--- src/rtl/inst_buffer_pkg.sv ---
// Shared types and sizing for the predecode->decode instruction buffer.
package inst_buffer_pkg;

    localparam int unsigned BLOCK_INST_SIZE = 8;
    localparam int unsigned DECODE_WIDTH    = 4;
    localparam int unsigned DEPTH           = 32;
    localparam int unsigned OFFSET_W        = 4;
    localparam int unsigned FSQ_WIDTH       = 5;

    localparam int unsigned NUM_W  = $clog2(BLOCK_INST_SIZE) + 1;
    localparam int unsigned PTR_W  = $clog2(DEPTH) + 1;
    localparam int unsigned BANK_W = $clog2(BLOCK_INST_SIZE);
    localparam int unsigned ROWS   = DEPTH / BLOCK_INST_SIZE;
    localparam int unsigned ROW_W  = $clog2(ROWS);

    typedef struct packed {
        logic [31:0]          inst;
        logic [OFFSET_W-1:0]  offset;
        logic [FSQ_WIDTH-1:0] fsq_idx;
        logic                 ipf;
        logic                 iam;
    } ibuf_entry_t;

    localparam int unsigned ENTRY_W = $bits(ibuf_entry_t);

    // Pointer with one wrap bit above the entry index.
    typedef logic [PTR_W-1:0] ibuf_ptr_t;

endpackage

--- src/rtl/inst_buffer_bank.sv ---
// One storage bank of the instruction buffer: single write port, single async read port.
module inst_buffer_bank
    import inst_buffer_pkg::*;
(
    input  logic               clk,
    input  logic               we,
    input  logic [ROW_W-1:0]   waddr,
    input  logic [ENTRY_W-1:0] wdata,
    input  logic [ROW_W-1:0]   raddr,
    output logic [ENTRY_W-1:0] rdata
);

    logic [ENTRY_W-1:0] mem [ROWS];

    always_ff @(posedge clk) begin
        if (we) begin
            mem[waddr] <= wdata;
        end
    end

    assign rdata = mem[raddr];

endmodule

--- src/rtl/inst_buffer.sv ---
// Circular instruction FIFO between predecode and decode; entries are interleaved across
// BLOCK_INST_SIZE banks so a full fetch block lands with one write per bank.
module inst_buffer
    import inst_buffer_pkg::*;
(
    input  logic                            clk,
    input  logic                            rst,
    input  logic                            flush,
    input  logic [BLOCK_INST_SIZE-1:0]      in_en,
    input  logic [NUM_W-1:0]                in_num,
    input  logic [BLOCK_INST_SIZE*32-1:0]   in_inst,
    input  logic [BLOCK_INST_SIZE*OFFSET_W-1:0] in_offset,
    input  logic [FSQ_WIDTH-1:0]            in_fsq_idx,
    input  logic [BLOCK_INST_SIZE-1:0]      in_ipf,
    input  logic                            in_iam,
    output logic                            full,
    output logic [DECODE_WIDTH-1:0]         out_valid,
    input  logic                            out_ready,
    output logic [DECODE_WIDTH*32-1:0]      out_inst,
    output logic [DECODE_WIDTH*OFFSET_W-1:0] out_offset,
    output logic [DECODE_WIDTH*FSQ_WIDTH-1:0] out_fsq_idx,
    output logic [DECODE_WIDTH-1:0]         out_ipf,
    output logic [DECODE_WIDTH-1:0]         out_iam
);

    ibuf_ptr_t          head, tail, count, head_next, tail_next, count_next;
    logic               wr_en, rd_en;
    logic [NUM_W-1:0]   rd_num, wr_n, rd_n;
    logic [BANK_W-1:0]  head_bank, tail_bank;

    logic [ENTRY_W-1:0] bank_wdata [BLOCK_INST_SIZE];
    logic [ENTRY_W-1:0] bank_rdata [BLOCK_INST_SIZE];
    logic [ROW_W-1:0]   bank_waddr [BLOCK_INST_SIZE];
    logic [ROW_W-1:0]   bank_raddr [BLOCK_INST_SIZE];
    logic [BLOCK_INST_SIZE-1:0] bank_we;

    assign count     = tail - head;
    assign head_bank = head[BANK_W-1:0];
    assign tail_bank = tail[BANK_W-1:0];

    assign wr_en  = (|in_en) && !full && !flush;
    assign rd_en  = out_ready && !flush;
    assign rd_num = (count > PTR_W'(DECODE_WIDTH)) ? NUM_W'(DECODE_WIDTH) : NUM_W'(count);
    assign wr_n   = wr_en ? in_num : '0;
    assign rd_n   = rd_en ? rd_num : '0;

    assign head_next  = head + PTR_W'(rd_n);
    assign tail_next  = tail + PTR_W'(wr_n);
    assign count_next = tail_next - head_next;

    // Flush shares the reset path: both leave an empty buffer on the next cycle.
    always_ff @(posedge clk) begin
        if (!rst || flush) begin
            head <= '0;
            tail <= '0;
            full <= 1'b0;
        end else begin
            head <= head_next;
            tail <= tail_next;
            full <= count_next > PTR_W'(DEPTH - BLOCK_INST_SIZE);
        end
    end

    // Write rotation: bank b receives the slot that maps onto it from tail; read rotation mirrors it from head.
    for (genvar b = 0; b < BLOCK_INST_SIZE; b++) begin : g_bank
        logic [BANK_W-1:0] wslot, rslot;
        ibuf_entry_t       wr_ent;

        assign wslot = BANK_W'(b) - tail_bank;
        assign rslot = BANK_W'(b) - head_bank;

        assign wr_ent.inst    = in_inst[wslot*32 +: 32];
        assign wr_ent.offset  = in_offset[wslot*OFFSET_W +: OFFSET_W];
        assign wr_ent.fsq_idx = in_fsq_idx;
        assign wr_ent.ipf     = in_ipf[wslot];
        assign wr_ent.iam     = in_iam;

        assign bank_we[b]    = wr_en && (NUM_W'(wslot) < in_num);
        assign bank_wdata[b] = wr_ent;
        assign bank_waddr[b] = ROW_W'((tail + PTR_W'(wslot)) >> BANK_W);
        assign bank_raddr[b] = ROW_W'((head + PTR_W'(rslot)) >> BANK_W);

        inst_buffer_bank u_bank (
            .clk   (clk),
            .we    (bank_we[b]),
            .waddr (bank_waddr[b]),
            .wdata (bank_wdata[b]),
            .raddr (bank_raddr[b]),
            .rdata (bank_rdata[b])
        );
    end

    for (genvar j = 0; j < DECODE_WIDTH; j++) begin : g_out
        ibuf_entry_t rd_ent;

        assign rd_ent       = bank_rdata[head_bank + BANK_W'(j)];
        assign out_valid[j] = PTR_W'(j) < count;

        assign out_inst[j*32 +: 32]                = out_valid[j] ? rd_ent.inst : '0;
        assign out_offset[j*OFFSET_W +: OFFSET_W]  = out_valid[j] ? rd_ent.offset : '0;
        assign out_fsq_idx[j*FSQ_WIDTH +: FSQ_WIDTH] = out_valid[j] ? rd_ent.fsq_idx : '0;
        assign out_ipf[j] = out_valid[j] && rd_ent.ipf;
        assign out_iam[j] = out_valid[j] && rd_ent.iam;
    end

    // Producer protocol checks.
    always_ff @(posedge clk) begin
        if (rst) begin
            assert (int'(in_num) == $countones(in_en));
            assert ((in_en & (in_en + BLOCK_INST_SIZE'(1))) == '0);
            assert (count <= PTR_W'(DEPTH));
        end
    end

endmodule
--- config.mk ---
export PLATFORM = sky130hd
export DESIGN_NAME = inst_buffer
export DESIGN_NICKNAME = d
export VERILOG_FILES = /design/src/rtl/inst_buffer_pkg.sv /design/src/rtl/inst_buffer_bank.sv /design/src/rtl/inst_buffer.sv
export SDC_FILE = /design/constraint.sdc
export NUM_CORES = 2
export LEC_CHECK = 0
export BUFFER_PORTS_ARGS = -buffer_cell sky130_fd_sc_hd__buf_2
export CAP_MARGIN = 15
export CELL_PAD_IN_SITES_DETAIL_PLACEMENT = 1
export CELL_PAD_IN_SITES_GLOBAL_PLACEMENT = 2
export CORE_MARGIN = 2
export CORE_UTILIZATION = 42
export DETAILED_ROUTE_END_ITERATION = 6
export GPL_TIMING_DRIVEN = 1
export PLACE_DENSITY = 0.81
export SKIP_LAST_GASP = 1
export SYNTH_ARGS = -nofsm -noshare
export SYNTH_HDL_FRONTEND = slang
export SYNTH_HIERARCHICAL = 1
export SYNTH_SLANG_ARGS = --single-unit
--- constraint.sdc ---
create_clock -name clk -period 7.17 [get_ports clk]
set_input_delay 0.3585 -clock clk [delete_from_list [all_inputs] [get_ports clk]]
set_output_delay 0.3585 -clock clk [all_outputs]
set_load 0.005 [all_outputs]
==> metrics.txt <==
Seq/Total Area, Yosys 56.3%; Port Buffers 494; Cells after Synth 4,106; drt wl/cell 38.4 um; syn_nets 4,486; Leak about 0.027 uW; Clk network pwr share 34.2%; fmax 145 MHz; Tcrit/Tclk final between 90 and 100%; Hold Vio Cnt, Final 0; Netlist cell types 53; final worst path period need between 6 and 7 ns; outcome complete, no violations; Post-Syn Area 73,800 um2; average size of a mapped cell 18.0 um2; Tot Pwr 21,600 uW; GP Congestion 0.852; CP Max Fanout 44; Vias/cell 6.65; RSZ-0062 raised after global routing no; P_sw 6160 uW; Rows 153; placeable core area between 150,000 and 200,000 um2; Max stage delay cell, worst path a21oi_1; setup TNS after final layout 0 ns; Min-Delay Path Class input port to register; first-pass GRT wire length around 370,000 um; max incr delay on CP 0.91 ns; Async SR Flop Fraction 0%; final net count just under 5,000; WP data required 6.81 ns; final instance area 83,400 um2; area post-placement ~79,000 um2; clock buffer depth 3; fillers between 15,000 and 20,000; TritonCTS Sinks 1,389; Reg clk slew, reported paths 0.06 ns; 1st-iter DRT viols ~6,200; post-DP HPWL 178,000 um; starting density of the core 42.4%; CP Data Arrival Time approximately 6.6 ns; worst setup path class register to primary output; residual DRC count 0; number of synthesized flops with an enable pin 1,376; CTS H-tree depth 4; Worst-Margin Slew 1.23 ns; IR drop worst, VDD 212 uV; number of antenna violations at the first check in global routing 27; die footprint 179,000 um2; Pwr per Cell Area between 200 and 300 nW/um2; post-layout util a little under half; final wirelength 269,000 um; post-route ant nets 0; Die Height 423 um; post-route insts no fill 7,003; Die W between 400 and 500 um; maximum number of pins on one net before global-route repair ~140; clk_lat worst skew approximately 0.81 ns; CP Cell Sequence ha_1, inv_1, ha_4, buf_4, xnor2_1, a21oi_1, nor2_1, xnor2_2, buf_4, mux4_1, mux4_2, nand2_1, a21oi_1, buf_2; Vias 46,600; Slew Viols, Final 0; GRT Util Overall approximately 30%; CTS buffer count 142; Placed Cells ~6,700; yosys warns 6; setup bufs post-CTS 0; clock root cell clkbuf_16; Yosys reg bits approximately 1,400; Internal around 15,000 uW; Setup Viol. Count Final 0; total grt overflow 0; I/O pin cnt 495; Area Growth Syn to Fin 13.0%; Sequential Power Share approximately 45%; share of cells above drive strength 1 42.9%; clock skew roughly 0.034 ns; Sw Share 28.5%; Synth Flop Type edfxtp_1; Worst setup SP type register; Pre-Repair DR Iteration Count 5; vias in the first global route 47,400; Critical Path Sink Type primary output; CTS tree yes; max cap viols 0; Worst slew margin roughly 18%; combinational fraction of design power about a fifth
-- critical path: cells and delay by family (launching register included) --
family                     cells  cell delay [ns]
adders and majority gates      2             0.60
buffers and inverters          4             1.65
and+or+nand+nor                2             0.15
xor gates and xnor gates       2             0.99
AOI/OAI and AO/OA              2             1.09
DFF                            1             0.65
muxes                          2             0.56
-- power by group through the flow --
stage | Sequential, uW | Combinational, uW | Clock, uW
2_1_floorplan | 9780 | 2640 | 0
3_3_place_gp | 9790 | 4400 | 0
3_5_place_dp | 9830 | 4530 | 0
4_1_cts | 9660 | 4550 | 7430
5_1_grt | 9690 | 4770 | 7700
6_report | 9660 | 4580 | 7390
-- registers in the layout, indices dropped and copies added, names as in the netlist --
| signal | flops |
|---|---|
| g_bank.u_bank/mem | 1376 |
| head | 6 |
| tail | 6 |
| full | 1 |
-- cells in the final DEF, fill, tap and decap left out, types with 5 or more instances in the layout --
cell type   count
xnor2_2        12
nor3b_2         8
nand3_1         5
nand2_1       711
clkbuf_1       33
a21o_1         11
mux4_2        960
clkbuf_16     147
mux4_1         24
clkinv_2       20
o21ai_0        14
a21oi_1       152
buf_4         112
nor2b_1         6
nor2_1         86
xnor2_1        24
diode_2        18
mux2_2        148
ha_4           10
buf_12         16
inv_1          31
dfxtp_4         8
clkinv_1       35
xor2_1          9
dfxtp_1         5
and3b_2        16
ha_1           48
buf_2         494
inv_6           7
mux2i_1        43
clkinvlp_4      6
and3_2          8
bufinv_16      10
edfxtp_1     1376
-- per-stage QoR --
step | hold WS (ns) | setup slack (ns)
floorplan | 0.457 | 0.00119
global placement | 0.625 | 1.26
detailed placement | 0.634 | 1.12
CTS | 0.00320 | 0.309
global route | 0.0703 | 0.168
finish | 0.0725 | 0.261
-- path summary, 6_finish.rpt --
check	slack (ns)	endpoint	depth (start not counted)	from
max reg2reg	1.17	full	17	head[2]
min	0.07	g_bank[3].u_bank/mem[1][0]	1	in_iam
min reg2reg	0.65	head[5]	2	head[5]
max	0.26	out_inst[63]	14	head[0]
-- per-layer routing --
| metal | vias up | wire (um) | GRT usage [%] | share of wire (%) |
|---|---|---|---|---|
| li1 | 17900 | - | - | - |
| met3 | 594 | 27100 | 5.91 | 10 |
| met2 | 2981 | 130000 | 48.5 | 49 |
| met1 | 25100 | 95600 | 38.4 | 36 |
| met5 | - | 107 | 0 | 0.040 |
| met4 | 8 | 15500 | 15.7 | 5.8 |
-- cells in the mapped netlist, types with 3 or more instances --
| cell type | n | area (um2) |
|---|---|---|
| a21o_1 | 11 | 82.6 |
| clkbuf_1 | 156 | 586 |
| fa_1 | 4 | 80.1 |
| xnor2_1 | 35 | 307 |
| buf_2 | 91 | 455 |
| nand2_1 | 711 | 2670 |
| nand3_1 | 5 | 25.0 |
| mux2_2 | 148 | 1670 |
| inv_1 | 36 | 135 |
| mux4_1 | 24 | 631 |
| mux4_2 | 960 | 21600 |
| a221oi_1 | 3 | 26.3 |
| a21oi_1 | 152 | 761 |
| buf_1 | 46 | 173 |
| nor2_1 | 86 | 323 |
| mux2i_1 | 43 | 430 |
| nand2b_1 | 3 | 18.8 |
| xor2_1 | 10 | 87.6 |
| and3b_1 | 18 | 158 |
| nor2b_1 | 6 | 37.5 |
| buf_12 | 32 | 641 |
| buf_6 | 8 | 90.1 |
| and3_1 | 9 | 56.3 |
| o21ai_0 | 14 | 70.1 |
| nor3b_1 | 8 | 60.1 |
| dfxtp_1 | 13 | 260 |
| edfxtp_1 | 1376 | 41300 |
| nor3_1 | 4 | 20.0 |
| a222oi_1 | 4 | 40.0 |
| o31ai_1 | 3 | 22.5 |
| ha_1 | 58 | 726 |
-- final cells by class --
cell class	instances	area, um2	area share (%)
Multi-Input combinational cell	2343	30500	36.5
Sequential cell	1389	41600	49.9
Inverter	40	161	0.193
Tap cell	2325	2910	3.49
Antenna cell	18	45.0	0.0540
Clock inverter	80	733	0.879
Clock buffer	180	3800	4.56
Timing Repair Buffer	628	3720	4.45
-- repair_timing --
action	in CTS	in global routing
hold buffers	4	0
hold endpoints to repair	15	0
resized for setup	0	0
-- cells by family (layout without fill, tap and decap cells) --
group                    Yosys count  count (layout)  share of synthesized area (%)
XOR/XNOR                          47              47                          0.586
adder cells (fa/ha/maj)           62              62                           1.09
buffers and inverters            374             928                           2.85
other                              1              19                        0.00508
flip-flops                      1389            1389                           56.3
multiplexers                    1175            1175                           33.0
AND/OR/NAND/NOR                  856             856                           4.61
AO/OA/AOI/OAI                    202             202                           1.55
Power figures use the tool's default switching activity.
